$ cat src/rtl/threshold_mean_calc_pkg.sv
// Shared types and defaults for the frame-mean threshold generator.
package threshold_mean_calc_pkg;

  typedef enum logic [1:0] {
    IDLE   = 2'd0,
    ACCUM  = 2'd1,
    DIVIDE = 2'd2
  } state_t;

  localparam int PIXEL_W_DEF        = 8;
  localparam int DEFAULT_THRESH_DEF = 128;

endpackage

$ cat src/rtl/threshold_mean_calc_if.sv
// Pixel stream in, threshold/ready/done out. The master side drives the
// pixel stream; the slave side is the threshold generator.
interface threshold_mean_calc_if
  import threshold_mean_calc_pkg::*;
#(
  parameter int PIXEL_W = PIXEL_W_DEF
);
  logic               start;
  logic [PIXEL_W-1:0] pixel_in;
  logic               pixel_valid;
  logic [PIXEL_W-1:0] threshold;
  logic               ready;
  logic               done;

  modport master (
    output start, pixel_in, pixel_valid,
    input  threshold, ready, done
  );

  modport slave (
    input  start, pixel_in, pixel_valid,
    output threshold, ready, done
  );
endinterface

$ cat src/rtl/threshold_mean_calc_seq_divider.sv
// Restoring divider: one quotient bit per clock, MSB first. The quotient
// register doubles as the dividend shift register. valid pulses for one
// cycle once all W bits have been produced.
module seq_divider #(
  parameter int W = 16
) (
  input  logic         clk,
  input  logic         rst,
  input  logic         load,
  input  logic [W-1:0] dividend,
  input  logic [W-1:0] divisor,
  output logic [W-1:0] quotient,
  output logic         valid
);
  localparam int CW = $clog2(W + 1);

  logic [W-1:0]  rem_q, rem_d;
  logic [W-1:0]  quo_q, quo_d;
  logic [CW-1:0] cnt_q, cnt_d;
  logic          valid_q, valid_d;
  logic [W:0]    shifted;
  logic          ge;

  // Next-state: load operands, or retire one quotient bit while cnt is nonzero.
  always_comb begin
    rem_d   = rem_q;
    quo_d   = quo_q;
    cnt_d   = cnt_q;
    valid_d = 1'b0;
    shifted = {rem_q, quo_q[W-1]};
    ge      = (shifted >= {1'b0, divisor});
    if (load) begin
      rem_d = '0;
      quo_d = dividend;
      cnt_d = CW'(W);
    end else if (cnt_q != '0) begin
      // Remainder stays below the divisor, so the difference fits in W bits.
      rem_d   = ge ? (shifted[W-1:0] - divisor) : shifted[W-1:0];
      quo_d   = {quo_q[W-2:0], ge};
      cnt_d   = cnt_q - CW'(1);
      valid_d = (cnt_q == CW'(1));
    end
  end

  // Divider state registers.
  always_ff @(posedge clk or posedge rst) begin
    if (rst) begin
      rem_q   <= '0;
      quo_q   <= '0;
      cnt_q   <= '0;
      valid_q <= 1'b0;
    end else begin
      rem_q   <= rem_d;
      quo_q   <= quo_d;
      cnt_q   <= cnt_d;
      valid_q <= valid_d;
    end
  end

  assign quotient = quo_q;
  assign valid    = valid_q;
endmodule

$ cat src/rtl/threshold_mean_calc.sv
// Frame-mean threshold generator: accumulates NUM_PIXELS pixels after a
// start request, divides the sum by NUM_PIXELS and publishes the truncated
// mean as the new threshold. ready is high while a new value is in flight.
module threshold_mean_calc
  import threshold_mean_calc_pkg::*;
#(
  parameter int PIXEL_W        = PIXEL_W_DEF,
  parameter int NUM_PIXELS     = 16384,
  parameter int DEFAULT_THRESH = DEFAULT_THRESH_DEF
) (
  input  logic                   clk,
  input  logic                   rst,
  threshold_mean_calc_if.slave   bus
);
  localparam int SUM_W = PIXEL_W + $clog2(NUM_PIXELS + 1);
  localparam int CNT_W = $clog2(NUM_PIXELS + 1);
  localparam logic [CNT_W-1:0] LAST_CNT = CNT_W'(NUM_PIXELS - 1);

  state_t               state_q, state_d;
  logic [SUM_W-1:0]     sum_q, sum_d;
  logic [CNT_W-1:0]     count_q, count_d;
  logic [PIXEL_W-1:0]   thr_q, thr_d;
  logic                 ready_q, ready_d;
  logic                 done_q, done_d;

  logic [SUM_W-1:0]     sum_next;
  logic                 div_load;
  logic [SUM_W-1:0]     div_quo;
  logic                 div_valid;
  logic [SUM_W-PIXEL_W-1:0] unused_quo_hi;

  // The last pixel's sum goes straight into the divider on the same edge
  // that accepts it, so the result lands SUM_W+1 edges later.
  assign sum_next = sum_q + SUM_W'(bus.pixel_in);

  seq_divider #(.W(SUM_W)) u_div (
    .clk      (clk),
    .rst      (rst),
    .load     (div_load),
    .dividend (sum_next),
    .divisor  (SUM_W'(NUM_PIXELS)),
    .quotient (div_quo),
    .valid    (div_valid)
  );

  // Mean never exceeds the max pixel value; the upper quotient bits are zero.
  assign unused_quo_hi = div_quo[SUM_W-1:PIXEL_W];

  // FSM next-state plus accumulator, counter and output register updates.
  always_comb begin
    state_d  = state_q;
    sum_d    = sum_q;
    count_d  = count_q;
    thr_d    = thr_q;
    ready_d  = ready_q;
    done_d   = 1'b0;
    div_load = 1'b0;
    case (state_q)
      IDLE: begin
        if (bus.start) begin
          state_d = ACCUM;
          sum_d   = '0;
          count_d = '0;
          ready_d = 1'b1;
        end
      end
      ACCUM: begin
        if (bus.pixel_valid) begin
          sum_d   = sum_next;
          count_d = count_q + CNT_W'(1);
          if (count_q == LAST_CNT) begin
            state_d  = DIVIDE;
            div_load = 1'b1;
          end
        end
      end
      DIVIDE: begin
        if (div_valid) begin
          thr_d   = div_quo[PIXEL_W-1:0];
          done_d  = 1'b1;
          ready_d = 1'b0;
          state_d = IDLE;
        end
      end
      default: state_d = IDLE;
    endcase
  end

  // State and output registers; reset aborts any frame in progress.
  always_ff @(posedge clk or posedge rst) begin
    if (rst) begin
      state_q <= IDLE;
      sum_q   <= '0;
      count_q <= '0;
      thr_q   <= PIXEL_W'(DEFAULT_THRESH);
      ready_q <= 1'b0;
      done_q  <= 1'b0;
    end else begin
      state_q <= state_d;
      sum_q   <= sum_d;
      count_q <= count_d;
      thr_q   <= thr_d;
      ready_q <= ready_d;
      done_q  <= done_d;
    end
  end

  assign bus.threshold = thr_q;
  assign bus.ready     = ready_q;
  assign bus.done      = done_q;
endmodule

$ cat src/flat_wrapper.sv
// flat-port wrapper written by rule: the top's interface ports become plain ports
module threshold_mean_calc_flat import threshold_mean_calc_pkg::*;
#(
  parameter int PIXEL_W        = PIXEL_W_DEF,
  parameter int NUM_PIXELS     = 16384,
  parameter int DEFAULT_THRESH = DEFAULT_THRESH_DEF
)
  (clk, rst, bus_start, bus_pixel_in, bus_pixel_valid, bus_threshold, bus_ready, bus_done);
  threshold_mean_calc_if #(.PIXEL_W(PIXEL_W)) bus_i ();
  input  logic clk;
  input  logic rst;
  input wire logic [$bits(bus_i.start)-1:0] bus_start;
  input wire logic [$bits(bus_i.pixel_in)-1:0] bus_pixel_in;
  input wire logic [$bits(bus_i.pixel_valid)-1:0] bus_pixel_valid;
  output wire logic [$bits(bus_i.threshold)-1:0] bus_threshold;
  output wire logic [$bits(bus_i.ready)-1:0] bus_ready;
  output wire logic [$bits(bus_i.done)-1:0] bus_done;
  assign bus_i.start = bus_start;
  assign bus_i.pixel_in = bus_pixel_in;
  assign bus_i.pixel_valid = bus_pixel_valid;
  assign bus_threshold = bus_i.threshold;
  assign bus_ready = bus_i.ready;
  assign bus_done = bus_i.done;
  threshold_mean_calc #(.PIXEL_W(PIXEL_W), .NUM_PIXELS(NUM_PIXELS), .DEFAULT_THRESH(DEFAULT_THRESH)) u_core (.clk(clk), .rst(rst), .bus(bus_i));
endmodule
$ cat config.mk
export PLATFORM = sky130hd
export DESIGN_NAME = threshold_mean_calc_flat
export DESIGN_NICKNAME = d
export VERILOG_FILES = /design/src/rtl/threshold_mean_calc_pkg.sv /design/src/rtl/threshold_mean_calc_if.sv /design/src/rtl/threshold_mean_calc_seq_divider.sv /design/src/rtl/threshold_mean_calc.sv /design/src/flat_wrapper.sv
export SDC_FILE = /design/constraint.sdc
export NUM_CORES = 1
export LEC_CHECK = 0
export CAP_MARGIN = 20
export CELL_PAD_IN_SITES_DETAIL_PLACEMENT = 0
export CELL_PAD_IN_SITES_GLOBAL_PLACEMENT = 2
export CORE_ASPECT_RATIO = 0.5
export CORE_MARGIN = 2
export CORE_UTILIZATION = 39
export CTS_CLUSTER_DIAMETER = 150
export DETAILED_ROUTE_END_ITERATION = 6
export PLACE_DENSITY = 0.85
export SYNTH_ARGS = -nofsm -noshare
export SYNTH_HDL_FRONTEND = slang
export SYNTH_SLANG_ARGS = --single-unit
$ cat constraint.sdc
create_clock -name clk -period 3.9 [get_ports clk]
set_input_delay 0.975 -clock clk [delete_from_list [all_inputs] [get_ports clk]]
set_output_delay 0.975 -clock clk [all_outputs]
set_load 0.05 [all_outputs]
==> flow_metrics.env, run 1 <==
export IMPL_crit_family="compound AO/OA/AOI/OAI gates"
export IMPL_die_h_um=86.3
export IMPL_clock_path_buffers=2
export IMPL_synth_edf_count=0
export IMPL_cts_hold_buffers=0
export IMPL_synth_common_cells="dfrtp_1, nand2_1, a21oi_1, nor2_1, o21ai_0"
export IMPL_via_per_inst=5.24
export IMPL_synth_top_area_share_pct=47.8
export IMPL_tritoncts="done"
export IMPL_drtPass1Iterations=4
export IMPL_total_power_mw=2.65
export IMPL_ys_seq_area_share_pct=48.3
export IMPL_coreArea_um2=13400
export IMPL_grt_max_degree=55
export IMPL_cp_depth=9
export IMPL_period_needed_ns=3.14
export IMPL_fin_skew_ns=0.0153
export IMPL_crit_fanout=7
export IMPL_fmax_mhz=318
export IMPL_yosys_warnings=0
export IMPL_syn_nets=586
export IMPL_nets=598
export IMPL_cts_root_buf="clkbuf_16"
export IMPL_num_rows=30
export IMPL_dp_cells=736
export IMPL_avgSynthCellArea_um2=9.46
export IMPL_fin_cells=752
export IMPL_fin_area_um2=5970
export IMPL_reg2regPathDepth=8
export IMPL_place_hpwl_um=7540
export IMPL_finalHoldViolations=0
export IMPL_ys_seq_elements=102
export IMPL_clk_latency_ns=0.35
export IMPL_io_pins=22
export IMPL_cts_resized=0
export IMPL_cts_setup_buffers=0
export IMPL_worstPathCellList="clkdlybuf4s50_1 > ha_1 > fa_1 > a211oi_1 > o21a_1 > a21oi_1 > nand3_1 > or3_1 > o21ai_0"
export IMPL_ant_nets=0
export IMPL_critPathKind="primary input to flop"
export IMPL_rsz0062_at_grt="false"
export IMPL_yosysTopAreaCell="dfrtp_1"
export IMPL_routabilityCongestion=0.766
export IMPL_cts_made_buffers=9
export IMPL_num_antenna_cells=0
export IMPL_powerDensity_nw_per_um2=444
export IMPL_finalMaxSlewViolations=0
export IMPL_syn_area_um2=5290
export IMPL_run_status="complete, no violations"
export IMPL_endpoint_kind="flop"
export IMPL_cp_required_ns=4.15
export IMPL_netSwitchingFraction_pct=31.5
export IMPL_ys_types=52
export IMPL_ir_drop_mv=0.203
export IMPL_hold_class="flop to flop"
export IMPL_start_kind="primary input"
export IMPL_syn_inst=559
export IMPL_arrival_ns=3.39
export IMPL_grt_pass1_wl_um=19600
export IMPL_finalSetupTns_ns=0
export IMPL_clockPowerShare_pct=32.8
export IMPL_synth_ff_type="dfrtp_1"
export IMPL_track_usage_pct=16.7
export IMPL_areaGrowthSynthToFinish_pct=12.8
export IMPL_drtIter0Drc=289
export IMPL_combPwrFrac_pct=21.5
export IMPL_finalSetupViolCount=0
export IMPL_switching_power_mw=0.834
export IMPL_grt_pass1_vias=3810
export IMPL_p_leak_nw=2.59
export IMPL_drc=0
export IMPL_finalCritPeriodShare_pct=80.5
export IMPL_synth_area_leaders="dfrtp_1, nand2_1, a21oi_1"
export IMPL_r2r_setup_slack_ns=1.32
export IMPL_dpl_cell_area_um2=5680
export IMPL_crit_slowest_cell="a21oi_1"
export IMPL_die_area_um2=14600
export IMPL_antenna_found_initial=0
export IMPL_wl_per_cell_um=14.9
export IMPL_p_int_mw=1.82
export IMPL_via_count=3942
export IMPL_whs_ns=0.469
export IMPL_die_w_um=169
export IMPL_cts_sinks=102
export IMPL_hold_depth=2
export IMPL_slew_headroom_pct=45.7
export IMPL_yosysMostFrequentCell="dfrtp_1"
export IMPL_grt_overflow=0
export IMPL_drive_above_1_share_pct=6.94
export IMPL_htree_levels=3
export IMPL_cap_violations=0
export IMPL_crit_buf_inv=1
export IMPL_clkTransAtPathRegs_ns=0.07
export IMPL_async_flop_share_pct=100
export IMPL_start_util_pct=39.5
export IMPL_port_buffers=21
export IMPL_critical_path_max_stage_delay_ns=0.51
export IMPL_tightest_slew_ns=0.814
export IMPL_drt_wl_total_um=11200
export IMPL_seqPwrFrac_pct=45.7
==> layout by cell type, fill, tap and decap left out, types with 7 or more instances in the layout <==
| master | n |
|---|---|
| buf_4 | 7 |
| a31oi_1 | 8 |
| nor2_1 | 34 |
| xor2_1 | 22 |
| nand2_1 | 100 |
| mux2i_1 | 10 |
| a21oi_2 | 8 |
| clkdlybuf4s50_1 | 21 |
| a21o_1 | 8 |
| nand4_1 | 9 |
| nor2b_1 | 15 |
| o21ai_0 | 28 |
| a21oi_1 | 40 |
| clkbuf_16 | 9 |
| inv_1 | 10 |
| dfrtp_1 | 101 |
| a211oi_1 | 20 |
| xnor2_1 | 19 |
| ha_1 | 14 |
| nand3_1 | 15 |
==> flip-flops by register name, indices dropped and copies added, names as in the netlist <==
register               flops
u_core.sum_q              23
u_core.u_div.quotient     23
u_core.u_div.rem_q        23
u_core.count_q            15
u_core.bus.threshold       8
u_core.u_div.cnt_q         5
u_core.state_q             2
u_core.bus.done            1
u_core.bus.ready           1
u_core.u_div.valid         1
==> final timing paths <==
kind	start	to
max in group asynchronous	rst	u_core.count_q[0]
setup reg to reg	u_core.count_q[0]	u_core.u_div.quotient[15]
hold / removal	u_core.bus.threshold[7]	u_core.bus.threshold[7]
min in group asynchronous	rst	u_core.u_div.rem_q[18]
setup / recovery	bus_pixel_in[0]	u_core.sum_q[18]
hold reg to reg	u_core.bus.threshold[7]	u_core.bus.threshold[7]
==> kinds of logic after synthesis <==
kind of cell / after synthesis / synth area share [%]
flops: 102 / 48.3
fa+ha+maj: 15 / 3.69
buf+inv: 41 / 3.57
compound gates: 142 / 17.0
xor+xnor: 41 / 6.79
mux: 10 / 1.89
simple gates: 208 / 18.8
==> stage by stage <==
stage,worst slack (ns),util (%)
after floorplan,0.251,-
after global placement,0.486,42.4
after detailed placement,0.394,42.4
after CTS,0.769,44.5
after global routing,0.569,44.5
final,0.760,44.5
==> final cells by class <==
| class | instances | area [um^2] |
|---|---|---|
| clock inverters | 7 | 66.3 |
| well taps | 176 | 220 |
| inverters | 12 | 47.5 |
| flip-flops and latches | 102 | 2550 |
| multi-input cells | 416 | 2550 |
| repair buffers | 30 | 303 |
| clock buffers | 9 | 225 |
| fillers | 1300 | 7430 |
==> worst register-to-register path: cells and delay by family, from the launching register on <==
family / cells / cell delay, ns
flip-flops: 1 / 0.39
adder cells (fa/ha/maj): 1 / 0.23
AND/OR/NAND/NOR: 4 / 1.35
buffers and inverters: 1 / 0.30
AO/OA/AOI/OAI: 2 / 0.25
==> power by group through the flow <==
stage	clock, mW	combinational (mW)	sequential, mW
after floorplan	0	0.411	1.22
after global placement	0	0.568	1.23
after detailed placement	0	0.572	1.23
after CTS	0.903	0.574	1.21
after global routing	0.948	0.643	1.22
final	0.870	0.571	1.21
==> per-layer routing <==
layer / global-route usage, % / share of wire (%) / vias to the layer above
li1: - / - / 1971
met1: 25.2 / 53 / 1920
met2: 25.2 / 43 / 46
met3: 3.56 / 3.3 / 5
met4: 2.59 / 0.39 / 0
met5: 0 / 0 / -
(Power assumes the default switching activity.)
==> run 2, diff against run 1 <==
--- a/config.mk
+++ b/config.mk
@@ -10,10 +10,10 @@
 export CELL_PAD_IN_SITES_GLOBAL_PLACEMENT = 2
 export CORE_ASPECT_RATIO = 0.5
 export CORE_MARGIN = 2
-export CORE_UTILIZATION = 39
+export CORE_UTILIZATION = 35
 export CTS_CLUSTER_DIAMETER = 150
 export DETAILED_ROUTE_END_ITERATION = 6
-export PLACE_DENSITY = 0.85
+export PLACE_DENSITY = 0.81
 export SYNTH_ARGS = -nofsm -noshare
 export SYNTH_HDL_FRONTEND = slang
 export SYNTH_SLANG_ARGS = --single-unit
==> constraint.sdc (replaced) <==
create_clock -name clk -period 2.68 [get_ports clk]
set_input_delay 0.67 -clock clk [delete_from_list [all_inputs] [get_ports clk]]
set_output_delay 0.67 -clock clk [all_outputs]
set_load 0.05 [all_outputs]
==> run 2 against run 1 <==
Net effect: sequential share of layout area down 2.3 points; critical path depth unchanged; total power up 57%; wire length up 3.5%; register-to-register slack worse by 0.98 ns; core utilization down 1.4 points; global-route usage down 0.76 points; worst hold slack worse by 0.0098 ns; sequential power up 45%; largest power group unchanged.
==> flow_metrics.env, run 2 (synthesis results as in run 1) <==
export IMPL_cts_hold_buffers=0
export IMPL_hold_class="flop to flop"
export IMPL_cts_sinks=102
export IMPL_track_usage_pct=16.0
export IMPL_grt_overflow=0
export IMPL_r2r_setup_slack_ns=0.34
export IMPL_die_w_um=178
export IMPL_clkTransAtPathRegs_ns=0.07
export IMPL_areaGrowthSynthToFinish_pct=19.3
export IMPL_via_per_inst=4.98
export IMPL_finish_utilization_pct=43.2
export IMPL_whs_ns=0.459
export IMPL_die_area_um2=16200
export IMPL_wl_per_cell_um=14.5
export IMPL_layout_common_cells="dfrtp_1, nand2_1, a21oi_1"
export IMPL_cp_required_ns=2.94
export IMPL_routabilityCongestion=0.836
export IMPL_cap_violations=0
export IMPL_period_needed_ns=2.60
export IMPL_r2r_end="u_core.u_div.rem_q[21]"
export IMPL_reg2regPathDepth=8
export IMPL_clk_latency_ns=0.34
export IMPL_drc=0
export IMPL_ir_drop_mv=0.291
export IMPL_drtPass1Iterations=4
export IMPL_via_count=4001
export IMPL_rr_startpoint="u_core.u_div.rem_q[13]"
export IMPL_fmax_mhz=385
export IMPL_crit_fanout=7
export IMPL_ant_nets=0
export IMPL_fin_skew_ns=0.0123
export IMPL_clock_path_buffers=2
export IMPL_finalCritPeriodShare_pct=97.0
export IMPL_min_to="u_core.bus.threshold[7]"
export IMPL_place_hpwl_um=8070
export IMPL_port_buffers=21
export IMPL_slew_headroom_pct=66.5
export IMPL_die_h_um=90.9
export IMPL_dpl_cell_area_um2=5980
export IMPL_htree_levels=3
export IMPL_fin_area_um2=6310
export IMPL_grt_max_degree=59
export IMPL_hold_depth=2
export IMPL_io_pins=22
export IMPL_crit_family="compound AO/OA/AOI/OAI gates"
export IMPL_critical_path_max_stage_delay_ns=0.41
export IMPL_tightest_slew_ns=0.501
export IMPL_finalMaxSlewViolations=0
export IMPL_cts_made_buffers=9
export IMPL_powerDensity_nw_per_um2=661
export IMPL_hp_start="u_core.bus.threshold[7]"
export IMPL_drive_above_1_share_pct=12.2
export IMPL_final_common_cell="dfrtp_1"
export IMPL_num_rows=31
export IMPL_finalHoldViolations=0
export IMPL_nets=629
export IMPL_drt_wl_total_um=11600
export IMPL_crit_buf_inv=1
export IMPL_num_antenna_cells=0
export IMPL_run_status="complete, no violations"
export IMPL_critPathKind="primary input to flop"
export IMPL_endpoint_kind="flop"
export IMPL_antenna_found_initial=0
export IMPL_arrival_ns=2.86
export IMPL_p_leak_nw=2.76
export IMPL_finalSetupViolCount=0
export IMPL_worstPathCellList="clkdlybuf4s50_1 > ha_1 > fa_1 > a211oi_1 > o21a_2 > a21oi_2 > and3_1 > nand2b_1 > a31oi_1"
export IMPL_start_kind="primary input"
export IMPL_coreArea_um2=14600
export IMPL_drtIter0Drc=229
export IMPL_grt_pass1_vias=3946
export IMPL_tritoncts="done"
export IMPL_cts_root_buf="clkbuf_16"
export IMPL_crit_slowest_cell="clkdlybuf4s50_1"
export IMPL_grt_pass1_wl_um=20400
export IMPL_start_util_pct=36.2
run 2: repair_timing:
action	CTS	global route
pin swaps	0	2
gates resized for setup	1	4
setup endpoints to repair	4	16
buffers inserted	0	0
run 2: area by class of cell:
class,instances,area [um^2]
clock buffer,9,225
clock inverter,5,85.1
fill,1415,8310
inverter,12,48.8
multi-input combinational,416,2580
sequential,102,2550
tap,198,248
timing repair buffer,61,573
run 2: worst max-delay path by stage:
stage,start,to,slack (ns),cells after the start
6_report,bus_pixel_in[0],u_core.sum_q[20],0.08,9
5_1_grt,bus_pixel_in[5],u_core.sum_q[21],-0.0002,9
4_1_cts,bus_pixel_in[0],u_core.u_div.quotient[14],0.04,9
3_5_place_dp,bus_pixel_in[0],u_core.sum_q[18],-0.42,9
3_3_place_gp,bus_pixel_in[0],u_core.sum_q[20],-0.32,9
2_1_floorplan,bus_pixel_in[0],u_core.sum_q[20],0.22,8
run 2: through the flow:
step	setup WS (ns)	power, mW	std cells	TNS (ns)
final	0.0808	4.17	803	0
after global routing	-0.000214	4.40	803	-0.000214
after detailed placement	-0.424	2.79	789	-7.02
after CTS	0.0447	4.19	803	0
after floorplan	0.221	2.38	559	0
after global placement	-0.316	2.77	789	-5.16
run 2: per-layer routing:
metal / vias up / routed length (um) / global-route usage [%]
met5: - / 0 / 0
met4: 0 / 40 / 3.42
met3: 2 / 322 / 3.70
met2: 38 / 4980 / 22.8
met1: 1922 / 6290 / 24.3
li1: 2039 / - / -
run 2: worst register-to-register path, stage by stage (launching register included):
cell      delay, ns
dfrtp_1        0.41
inv_1          0.10
ha_1           0.21
or4b_1         0.50
nor4_2         0.27
nand3b_2       0.26
nand4_1        0.19
xor2_1         0.08
a211oi_1       0.23
run 2: power breakdown:
part / total (mW) / leakage (nW) / switching, mW / internal (mW)
Sequential: 1.76 / 1.25 / 0.107 / 1.65
Clock: 1.39 / 0.148 / 0.578 / 0.814
Combinational: 1.02 / 1.36 / 0.547 / 0.469
==> run 3, diff against run 2 <==
--- a/config.mk
+++ b/config.mk
@@ -13,6 +13,7 @@
 export CORE_UTILIZATION = 35
 export CTS_CLUSTER_DIAMETER = 150
 export DETAILED_ROUTE_END_ITERATION = 6
+export GPL_ROUTABILITY_DRIVEN = 0
 export PLACE_DENSITY = 0.81
 export SYNTH_ARGS = -nofsm -noshare
 export SYNTH_HDL_FRONTEND = slang
==> results of run 3 <==
No change in the layout: final DEF, timing and power equal those of run 2.
